`src/rtl/arc_pkg.sv`:
```
// Shared types for the unified memory-port arbiter; no logic, no latency.
// Backpressure: n/a (types and constants only).
package arc_pkg;
    localparam int ARB_WORD_BYTES = 4;

    typedef enum logic [2:0] {
        ARB_IDLE,
        ARB_BUSY_IF,
        ARB_BUSY_DM,
        ARB_DONE_IF,
        ARB_DONE_DM
    } arb_state_t;
endpackage

```
`src/rtl/mem_port_arbiter_if.sv`:
```
// Core-side and memory-side handshake bundle of the arbiter; pure wiring, no latency.
// Backpressure: requests are held until their valid pulse; memory throttles with i_mem_ready.
interface mem_port_arbiter_if #(
    parameter int AW = 32,
    parameter int DW = 32
);
    logic          i_if_req;
    logic [AW-1:0] i_if_addr;
    logic [DW-1:0] o_if_rdata;
    logic          o_if_valid;
    logic          i_dm_req;
    logic          i_dm_we;
    logic [AW-1:0] i_dm_addr;
    logic [DW-1:0] i_dm_wdata;
    logic [DW-1:0] o_dm_rdata;
    logic          o_dm_valid;
    logic          o_stall;
    logic          o_mem_req;
    logic          o_mem_we;
    logic [AW-1:0] o_mem_addr;
    logic [DW-1:0] o_mem_wdata;
    logic [DW-1:0] i_mem_rdata;
    logic          i_mem_ready;
    logic          o_err;

    modport slave (
        input  i_if_req, i_if_addr, i_dm_req, i_dm_we, i_dm_addr, i_dm_wdata,
        input  i_mem_rdata, i_mem_ready,
        output o_if_rdata, o_if_valid, o_dm_rdata, o_dm_valid, o_stall,
        output o_mem_req, o_mem_we, o_mem_addr, o_mem_wdata, o_err
    );

    modport master (
        output i_if_req, i_if_addr, i_dm_req, i_dm_we, i_dm_addr, i_dm_wdata,
        output i_mem_rdata, i_mem_ready,
        input  o_if_rdata, o_if_valid, o_dm_rdata, o_dm_valid, o_stall,
        input  o_mem_req, o_mem_we, o_mem_addr, o_mem_wdata, o_err
    );
endinterface

```
`src/rtl/mem_arb_watchdog.sv`:
```
// Counts BUSY cycles without ready; expire is combinational on the TIMEOUT_CYCLES-th such cycle.
// Backpressure: none; it only observes the arbiter's busy/ready handshake.
module mem_arb_watchdog #(
    parameter int TIMEOUT_CYCLES = 256
) (
    input  logic i_clk,
    input  logic i_rst_n,
    input  logic i_start,
    input  logic i_busy,
    input  logic i_ready,
    output logic o_expire
);
    localparam int CW = $clog2(TIMEOUT_CYCLES + 1);

    logic [CW-1:0] cnt_q, cnt_d;

    assign o_expire = i_busy & ~i_ready & (cnt_q == CW'(TIMEOUT_CYCLES - 1));

    always_comb begin
        cnt_d = cnt_q;
        if (i_start) begin
            cnt_d = '0;
        end else if (i_busy && !i_ready && !o_expire) begin
            cnt_d = cnt_q + CW'(1);
        end
    end

    always_ff @(posedge i_clk or negedge i_rst_n) begin
        if (!i_rst_n) begin
            cnt_q <= '0;
        end else begin
            cnt_q <= cnt_d;
        end
    end
endmodule

```
`src/rtl/mem_port_arbiter.sv`:
```
// Fetch/data arbiter onto one memory port, data first; >=3 cycles per access, valid at N+2 (ARB_TIMEOUT_EN adds a watchdog).
// Backpressure: o_stall holds the pipeline while any request is pending; BUSY waits on i_mem_ready.
module mem_port_arbiter
    import arc_pkg::*;
#(
    parameter int AW             = 32,
    parameter int DW             = 32,
    parameter int TIMEOUT_CYCLES = 256
) (
    input  logic            i_clk,
    input  logic            i_rst_n,
    mem_port_arbiter_if.slave bus
);
    arb_state_t    state_q, state_d;
    logic          mem_req_q, mem_req_d;
    logic          mem_we_q, mem_we_d;
    logic [AW-1:0] mem_addr_q, mem_addr_d;
    logic [DW-1:0] mem_wdata_q, mem_wdata_d;
    logic [DW-1:0] if_rdata_q, if_rdata_d;
    logic [DW-1:0] dm_rdata_q, dm_rdata_d;
    logic          err_q, err_d;
    logic          expire;

`ifdef ARB_TIMEOUT_EN
    logic wd_start;
    logic wd_busy;

    assign wd_start = (state_q == ARB_IDLE) & (bus.i_dm_req | bus.i_if_req);
    assign wd_busy  = (state_q == ARB_BUSY_IF) | (state_q == ARB_BUSY_DM);

    mem_arb_watchdog #(
        .TIMEOUT_CYCLES(TIMEOUT_CYCLES)
    ) u_watchdog (
        .i_clk   (i_clk),
        .i_rst_n (i_rst_n),
        .i_start (wd_start),
        .i_busy  (wd_busy),
        .i_ready (bus.i_mem_ready),
        .o_expire(expire)
    );
`else
    logic unused_timeout;

    assign unused_timeout = ^TIMEOUT_CYCLES;
    assign expire         = 1'b0;
`endif

    always_comb begin
        state_d     = state_q;
        mem_req_d   = mem_req_q;
        mem_we_d    = mem_we_q;
        mem_addr_d  = mem_addr_q;
        mem_wdata_d = mem_wdata_q;
        if_rdata_d  = if_rdata_q;
        dm_rdata_d  = dm_rdata_q;
        err_d       = err_q | expire;

        case (state_q)
            ARB_IDLE: begin
                // Data belongs to the older instruction, so it wins a tie.
                if (bus.i_dm_req) begin
                    state_d     = ARB_BUSY_DM;
                    mem_req_d   = 1'b1;
                    mem_we_d    = bus.i_dm_we;
                    mem_addr_d  = bus.i_dm_addr;
                    mem_wdata_d = bus.i_dm_wdata;
                end else if (bus.i_if_req) begin
                    state_d     = ARB_BUSY_IF;
                    mem_req_d   = 1'b1;
                    mem_we_d    = 1'b0;
                    mem_addr_d  = bus.i_if_addr;
                    mem_wdata_d = '0;
                end
            end
            ARB_BUSY_IF: begin
                if (bus.i_mem_ready) begin
                    state_d    = ARB_DONE_IF;
                    mem_req_d  = 1'b0;
                    if_rdata_d = bus.i_mem_rdata;
                end else if (expire) begin
                    state_d    = ARB_DONE_IF;
                    mem_req_d  = 1'b0;
                    if_rdata_d = '0;
                end
            end
            ARB_BUSY_DM: begin
                if (bus.i_mem_ready) begin
                    state_d   = ARB_DONE_DM;
                    mem_req_d = 1'b0;
                    if (!mem_we_q) begin
                        dm_rdata_d = bus.i_mem_rdata;
                    end
                end else if (expire) begin
                    state_d    = ARB_DONE_DM;
                    mem_req_d  = 1'b0;
                    dm_rdata_d = '0;
                end
            end
            ARB_DONE_IF, ARB_DONE_DM: begin
                state_d = ARB_IDLE;
            end
            default: begin
                state_d = ARB_IDLE;
            end
        endcase
    end

    always_ff @(posedge i_clk or negedge i_rst_n) begin
        if (!i_rst_n) begin
            state_q     <= ARB_IDLE;
            mem_req_q   <= 1'b0;
            mem_we_q    <= 1'b0;
            mem_addr_q  <= '0;
            mem_wdata_q <= '0;
            if_rdata_q  <= '0;
            dm_rdata_q  <= '0;
            err_q       <= 1'b0;
        end else begin
            state_q     <= state_d;
            mem_req_q   <= mem_req_d;
            mem_we_q    <= mem_we_d;
            mem_addr_q  <= mem_addr_d;
            mem_wdata_q <= mem_wdata_d;
            if_rdata_q  <= if_rdata_d;
            dm_rdata_q  <= dm_rdata_d;
            err_q       <= err_d;
        end
    end

    assign bus.o_mem_req   = mem_req_q;
    assign bus.o_mem_we    = mem_we_q;
    assign bus.o_mem_addr  = mem_addr_q;
    assign bus.o_mem_wdata = mem_wdata_q;
    assign bus.o_if_rdata  = if_rdata_q;
    assign bus.o_dm_rdata  = dm_rdata_q;
    assign bus.o_if_valid  = (state_q == ARB_DONE_IF);
    assign bus.o_dm_valid  = (state_q == ARB_DONE_DM);
    assign bus.o_err       = err_q;
    assign bus.o_stall     = (bus.i_if_req & ~bus.o_if_valid) | (bus.i_dm_req & ~bus.o_dm_valid);
endmodule

```
`src/flat_wrapper.sv`:
```
// flat-port wrapper written by rule: the top's interface ports become plain ports
module mem_port_arbiter_flat import arc_pkg::*;
#(
    parameter int AW             = 32,
    parameter int DW             = 32,
    parameter int TIMEOUT_CYCLES = 256
)
  (i_clk, i_rst_n, bus_i_if_req, bus_i_if_addr, bus_i_dm_req, bus_i_dm_we, bus_i_dm_addr, bus_i_dm_wdata, bus_i_mem_rdata, bus_i_mem_ready, bus_o_if_rdata, bus_o_if_valid, bus_o_dm_rdata, bus_o_dm_valid, bus_o_stall, bus_o_mem_req, bus_o_mem_we, bus_o_mem_addr, bus_o_mem_wdata, bus_o_err);
  mem_port_arbiter_if #(.AW(AW), .DW(DW)) bus_i ();
  input  logic i_clk;
  input  logic i_rst_n;
  input wire logic [$bits(bus_i.i_if_req)-1:0] bus_i_if_req;
  input wire logic [$bits(bus_i.i_if_addr)-1:0] bus_i_if_addr;
  input wire logic [$bits(bus_i.i_dm_req)-1:0] bus_i_dm_req;
  input wire logic [$bits(bus_i.i_dm_we)-1:0] bus_i_dm_we;
  input wire logic [$bits(bus_i.i_dm_addr)-1:0] bus_i_dm_addr;
  input wire logic [$bits(bus_i.i_dm_wdata)-1:0] bus_i_dm_wdata;
  input wire logic [$bits(bus_i.i_mem_rdata)-1:0] bus_i_mem_rdata;
  input wire logic [$bits(bus_i.i_mem_ready)-1:0] bus_i_mem_ready;
  output wire logic [$bits(bus_i.o_if_rdata)-1:0] bus_o_if_rdata;
  output wire logic [$bits(bus_i.o_if_valid)-1:0] bus_o_if_valid;
  output wire logic [$bits(bus_i.o_dm_rdata)-1:0] bus_o_dm_rdata;
  output wire logic [$bits(bus_i.o_dm_valid)-1:0] bus_o_dm_valid;
  output wire logic [$bits(bus_i.o_stall)-1:0] bus_o_stall;
  output wire logic [$bits(bus_i.o_mem_req)-1:0] bus_o_mem_req;
  output wire logic [$bits(bus_i.o_mem_we)-1:0] bus_o_mem_we;
  output wire logic [$bits(bus_i.o_mem_addr)-1:0] bus_o_mem_addr;
  output wire logic [$bits(bus_i.o_mem_wdata)-1:0] bus_o_mem_wdata;
  output wire logic [$bits(bus_i.o_err)-1:0] bus_o_err;
  assign bus_i.i_if_req = bus_i_if_req;
  assign bus_i.i_if_addr = bus_i_if_addr;
  assign bus_i.i_dm_req = bus_i_dm_req;
  assign bus_i.i_dm_we = bus_i_dm_we;
  assign bus_i.i_dm_addr = bus_i_dm_addr;
  assign bus_i.i_dm_wdata = bus_i_dm_wdata;
  assign bus_i.i_mem_rdata = bus_i_mem_rdata;
  assign bus_i.i_mem_ready = bus_i_mem_ready;
  assign bus_o_if_rdata = bus_i.o_if_rdata;
  assign bus_o_if_valid = bus_i.o_if_valid;
  assign bus_o_dm_rdata = bus_i.o_dm_rdata;
  assign bus_o_dm_valid = bus_i.o_dm_valid;
  assign bus_o_stall = bus_i.o_stall;
  assign bus_o_mem_req = bus_i.o_mem_req;
  assign bus_o_mem_we = bus_i.o_mem_we;
  assign bus_o_mem_addr = bus_i.o_mem_addr;
  assign bus_o_mem_wdata = bus_i.o_mem_wdata;
  assign bus_o_err = bus_i.o_err;
  mem_port_arbiter #(.AW(AW), .DW(DW), .TIMEOUT_CYCLES(TIMEOUT_CYCLES)) u_core (.i_clk(i_clk), .i_rst_n(i_rst_n), .bus(bus_i));
endmodule
```
`config.mk`:
```
export PLATFORM = sky130hd
export DESIGN_NAME = mem_port_arbiter_flat
export DESIGN_NICKNAME = d
export VERILOG_FILES = /design/src/rtl/arc_pkg.sv /design/src/rtl/mem_port_arbiter_if.sv /design/src/rtl/mem_arb_watchdog.sv /design/src/rtl/mem_port_arbiter.sv /design/src/flat_wrapper.sv
export SDC_FILE = /design/constraint.sdc
export NUM_CORES = 1
export LEC_CHECK = 0
export BUFFER_PORTS_ARGS = -buffer_cell sky130_fd_sc_hd__buf_2
export CORE_ASPECT_RATIO = 0.5
export CORE_UTILIZATION = 40
export CTS_CLUSTER_SIZE = 10
export DETAILED_ROUTE_END_ITERATION = 10
export GPL_TIMING_DRIVEN = 0
export HOLD_SLACK_MARGIN = 0.08
export PLACE_DENSITY = 0.85
export SYNTH_ARGS = -nofsm -noshare
export SYNTH_HDL_FRONTEND = slang
export SYNTH_HIERARCHICAL = 1
export SYNTH_SLANG_ARGS = --single-unit
export TNS_END_PERCENT = 1
```
`constraint.sdc`:
```
create_clock -name i_clk -period 1.5 [get_ports i_clk]
set_input_delay 0.3 -clock i_clk [delete_from_list [all_inputs] [get_ports i_clk]]
set_output_delay 0.3 -clock i_clk [all_outputs]
set_load 0.01 [all_outputs]
```
### Word-level counts from Yosys, hierarchy flattened

Index checks and enable logic that the tools add are counted.

* register bits after elaboration: 133
* bits of input ports: 134
* word-level logic and storage cells: 45

* equality and inequality tests: 8
* multiplexer cells: 15
* bitwise operators: 6
* reduce and logical (&&, ||, !) cells: 9

Operators with widths (number)
* 32-bit two-way mux: 4
* 3-bit two-way mux: 4
* 3-bit case mux with 3 select lines: 1
* 3-bit AND reduction: 3
* 3-bit by 2-bit == test with 1-bit output (second input constant): 2
* 1-bit two-way mux: 5
* 2-bit != test (second input constant): 2
* 2-bit AND reduction: 2
* 2-bit nonzero test: 2
* 3-bit by 1-bit == test with 1-bit output (second input constant): 1
* 3-bit == test (second input constant): 1
* 3-bit logical NOT: 1
* 3-bit != test (second input constant): 1
* 1-bit NOT: 3
* 1-bit AND: 2
* 2-bit by 1-bit != test with 1-bit output (second input constant): 1
* 1-bit case mux with 2 select lines: 1
* 2-bit OR reduction: 1
* 1-bit bitwise OR: 1

### Logic depth before layout (Yosys ltp)

* depth after elaboration: 4
* depth in mapped cells: 6
* depth with buffers taken out: 3

### Least setup slack after synthesis

Ideal clock, no wire load.

* path type: register to register
* from: register u_core.state_q[2]
* to: register u_core.dm_rdata_q[10] (netlist: u_core/bus.o_dm_rdata[10])
* setup time: 125 ps
* arrival: 1494 ps
* data required time: 1375 ps
* slack: -119 ps
* stages on the path, launching flop included: 5
* cell sequence: dfrtp_1 nand2b_4 nor4b_4 buf_6 mux2_2

* cells in the longest elaborated chain, start to end: 2

Ends and longest elaborated chain
* start, declared: RTL line mem_port_arbiter.sv:14 `arb_state_t state_q, state_d;`
* start signal, assigned: RTL line mem_port_arbiter.sv:119 `state_q <= state_d;`
* 3-bit by 2-bit == test with 1-bit output: RTL line mem_port_arbiter.sv:58 `case (state_q)`
* 3-bit AND reduction (no line)
* end signal, assigned: RTL line mem_port_arbiter.sv:125 `dm_rdata_q <= dm_rdata_d;`
* end, declared: RTL line mem_port_arbiter.sv:20 `logic [DW-1:0] dm_rdata_q, dm_rdata_d;`

No other way between the ends.
A chain may end at the register's enable or synchronous reset.

### Worst setup path in the final report

* from: register u_core.state_q[0]
* to: output port bus_o_stall

* cells in the longest elaborated chain, start to end: 4

Ends and longest elaborated chain
* 3-bit by 2-bit == test with 1-bit output / 3-bit == test (equally long branches): RTL line mem_port_arbiter.sv:136, mem_port_arbiter.sv:137
* 1-bit NOT: RTL line mem_port_arbiter.sv:139 `assign bus.o_stall = (bus.i_if_req & ~bus.o_if_valid) | (bus.i_dm_req & ~bus.o_dm_valid);`
* 1-bit AND: RTL line mem_port_arbiter.sv:139
* 1-bit bitwise OR *: RTL line mem_port_arbiter.sv:139
* end, declared: RTL line flat_wrapper.sv:24 `output wire logic [$bits(bus_i.o_stall)-1:0] bus_o_stall;`

Every way passes the cells marked *; elsewhere a longest branch is shown, timed or not.

==> impl_results.md <==
* Outcome: complete, but fails checks
* Detailed router's first-iteration violation count at 218
* Crit path required time at 1200 ps
* Placed cells at 820
* CORE AREA at 12,880 µm²
* Worst path cell trace: nor2_4 > buf_6 > and2_4 > o21ai_2 > buf_2
* Cell taking the most area after synthesis: dfrtp_1
* Clock power share at 21.8%
* Share of cells above drive strength 1 at 58.65%
* MaxCap Viol Count at 0
* R2R cell count at 5
* Number of diodes at 0
* Fill cell instance count of the final layout at 1,032
* Setup CP Type: reg2out
* Clock Skew at 5.872 ps
* PortBufs at 265
* Unrepaired setup endpoints after global routing: true
* Clock buffer depth at 2
* Via count at 4,343
* Placed inst area at 6944 µm²
* Rows at 29
* Tot GR Track Use at 21.93%
* Reg2reg end: u_core/bus.o_dm_rdata[30]
* Failing checks: design-rule violations, negative setup slack
* NetSw at 5.991 mW
* Worst R2R Start: u_core/state_q[0]
* Internal power at 11.16 mW
* Dominant cells by area after synthesis: dfrtp_1 (62%), mux2_2 (13%), mux2i_1 (6.0%)
* Die ar. at 13,920 µm²
* Relative slew margins at 64.51%
* Slowest stage delay, CP at 440 ps
* Residual DRC at 6
* Post-synthesis cell count at 384
* Delay-heaviest family, CP: flip-flops
* Final Worst Setup Slack at -188.5 ps
* Sequential Power Share at 36.4%
* Hold_sp: bus_i_dm_wdata[26]
* Hold Path Stages at 2
* Synth unique cells at 25
* Detail Route met3 WL at 629 µm
* Met1 wire length at 5.908 mm
* EDFF count, synth at 0
* Worst Path Arrival at 1390 ps
* Crit path time final at 1689 ps
* Total power at 17.15 mW
* CTS Buf Count at 17
* Synth async-reset ratio at 100.0%
* Sequential share of the synthesized area at 61.96%
* Placer Congestion at 0.8048
* Hold crit path type: in2reg
* Measured slew at the worst slew-check pin at 532.3 ps
* Power per cell area at 2216 nW/µm²
* Yosys top cell area share at 61.96%
* Most frequent cell after synthesis: dfrtp_1
* Final std cells w/o fill at 864
* Initial antenna violation count at 0
* Setup TNS at -9571 ps
* Fin. max-slew vios at 0
* Combinational power share at 41.9%
* Area grow syn2layout at 44.05%
* I/O pins at 268
* Final setup vio count at 95
* H-tree Lvls at 4
* Final #Nets at 818
* #FFs+latches synth at 133
* Leakage power at 3.919 nW
* Layout Cell Area excl Fill at 7737 µm²
* Commonest cells post-synth: dfrtp_1 (133), mux2_2 (60), a21oi_1 (36)
* First-pass GRT wire length at 23.62 mm
* Reg2reg setup slack at -160 ps
* Hold Path Sink: u_core/bus.o_mem_wdata[26]
* Syn Nets at 518
* Sw frac at 34.94%
* Die W at 165.9 µm
* Number of global-route vias before repair at 4,552
* Synthesized area at 5371 µm²
* Syn avg cell area at 13.99 µm²
* Global route overflow at 0
* Clock sink total at 133
* CP Launch Point: u_core/state_q[0]
* Largest net degree at the start of global routing at 104
* Crit end category: output pin
* Final Util at 60.07%
* DR WL met2 at 7.981 mm
* CTS tree: built
* Final WL at 14.76 mm
* Worst path bufs/invs at 2
* Pre-CTS setup slack at -346.1 ps
* Top routing layer in use: met4
* Starting density of the core at 41.70%
* Post-DP HPWL at 10.60 mm
* Period utilization at 112.6%
* Worst Path Max Fanout at 4
* Wire length per cell at 17.09 µm
* Hold_ws at 115.5 ps
* Die Height at 83.94 µm
* Slowest CP cell: dfrtp_2
* Hold Fails Final Rpt at 0
* TritonRoute pass-1 iters at 8
* Vias per cell at 5.027
* Clock Latency Late Sink at 400 ps
* Root Driver: clkbuf_16
* Clock transition at path regs at 50 ps
* Synth warn at 6
* CP startpoint kind: flop
* Peak supply drop at 0.9821 mV
* Top_reg_cell synth: dfrtp_1
* Fmax at 592.2 MHz
* Final ANT Viol Nets at 0
cell type report:
cell class	count	area [µm²]	share of cell area, %
multi-input cells	215	1909	24.68
clock inverters	6	55.05	0.7115
well taps	170	212.7	2.749
plain buffers	31	255.2	3.299
repair buffers	283	1494	19.31
clock buffers	23	467.9	6.048
flip-flops and latches	133	3332	43.06
inverters	3	11.26	0.1455
power by group through the flow:
stage               logic, mW  clock network [mW]  registers [mW]
CTS                      7.08                3.81            6.21
global route             7.71                4.00            6.47
global placement         6.43                   0            6.13
floorplan                2.96                   0            7.01
finish                   7.18                3.73            6.24
detailed placement       6.66                   0            6.23
state kept, by name, summed over array words and instances, names as in the netlist:
| signal | cells |
|---|---|
| u_core/bus.o_if_rdata | 32 |
| u_core/bus.o_mem_req | 1 |
| u_core/state_q | 3 |
| u_core/bus.o_dm_rdata | 32 |
| u_core/bus.o_mem_we | 1 |
| u_core/bus.o_mem_addr | 32 |
| u_core/bus.o_mem_wdata | 32 |
worst register-to-register path, delay by kind of cell (launching register included):
family | cells | cell delay (ps)
buf+inv | 3 | 490
flops | 1 | 440
mux | 1 | 340
simple gates | 1 | 270
how the worst max path moves through the flow:
stage / to / slack, ps / cells after the start
2_1_floorplan: u_core/bus.o_dm_rdata[10] / -120 / 4
3_3_place_gp: u_core/bus.o_mem_wdata[21] / -1550 / 1
3_5_place_dp: u_core/bus.o_dm_rdata[18] / -350 / 4
4_1_cts: bus_o_stall / -250 / 6
5_1_grt: bus_o_stall / -250 / 5
6_report: bus_o_stall / -190 / 5
placed cells by master, fill, tap and decap left out, drive strengths merged:
cell type    netlist  routed
buf               21     303
nand2              2       2
a21oi             36      36
mux2              64      64
nor3b              1       1
dlygate4sd3        0       1
inv                3       3
nand2b             1       1
o21ai              5       5
conb               1       1
dfrtp            133     133
nor4               1       1
nor2               2       2
nor4b              1       1
clkinv             0       5
bufinv             0       1
a31oi             32      32
a22o              33      33
mux2i             32      32
clkbuf            12      33
nor3               2       2
o21ba              1       1
and2               1       1
metal layers:
layer,global-route usage [%],vias to the layer above
met2,40.22,135
met4,7.732,0
met3,4.599,22
met1,25.61,2163
met5,0,-
li1,-,2023
kinds of logic (layout without fill, tap and decap cells):
group / Yosys count / after routing / synth area share [%]
other: 1 / 1 / 0.06981
AO/OA/AOI/OAI: 107 / 107 / 13.11
flip-flops: 133 / 133 / 61.96
AND/OR/NAND/NOR: 11 / 11 / 1.910
buffers and inverters: 36 / 346 / 3.564
multiplexers: 96 / 96 / 19.38
repair_timing:
action                     4_1_cts  5_1_grt
hold endpoints to repair        30        0
hold buffers                     1        0
buffers inserted                 9        7
pin swaps                        3        5
gates resized for setup         38       19
setup endpoints to repair      128      131
Power figures use the tool's default switching activity.
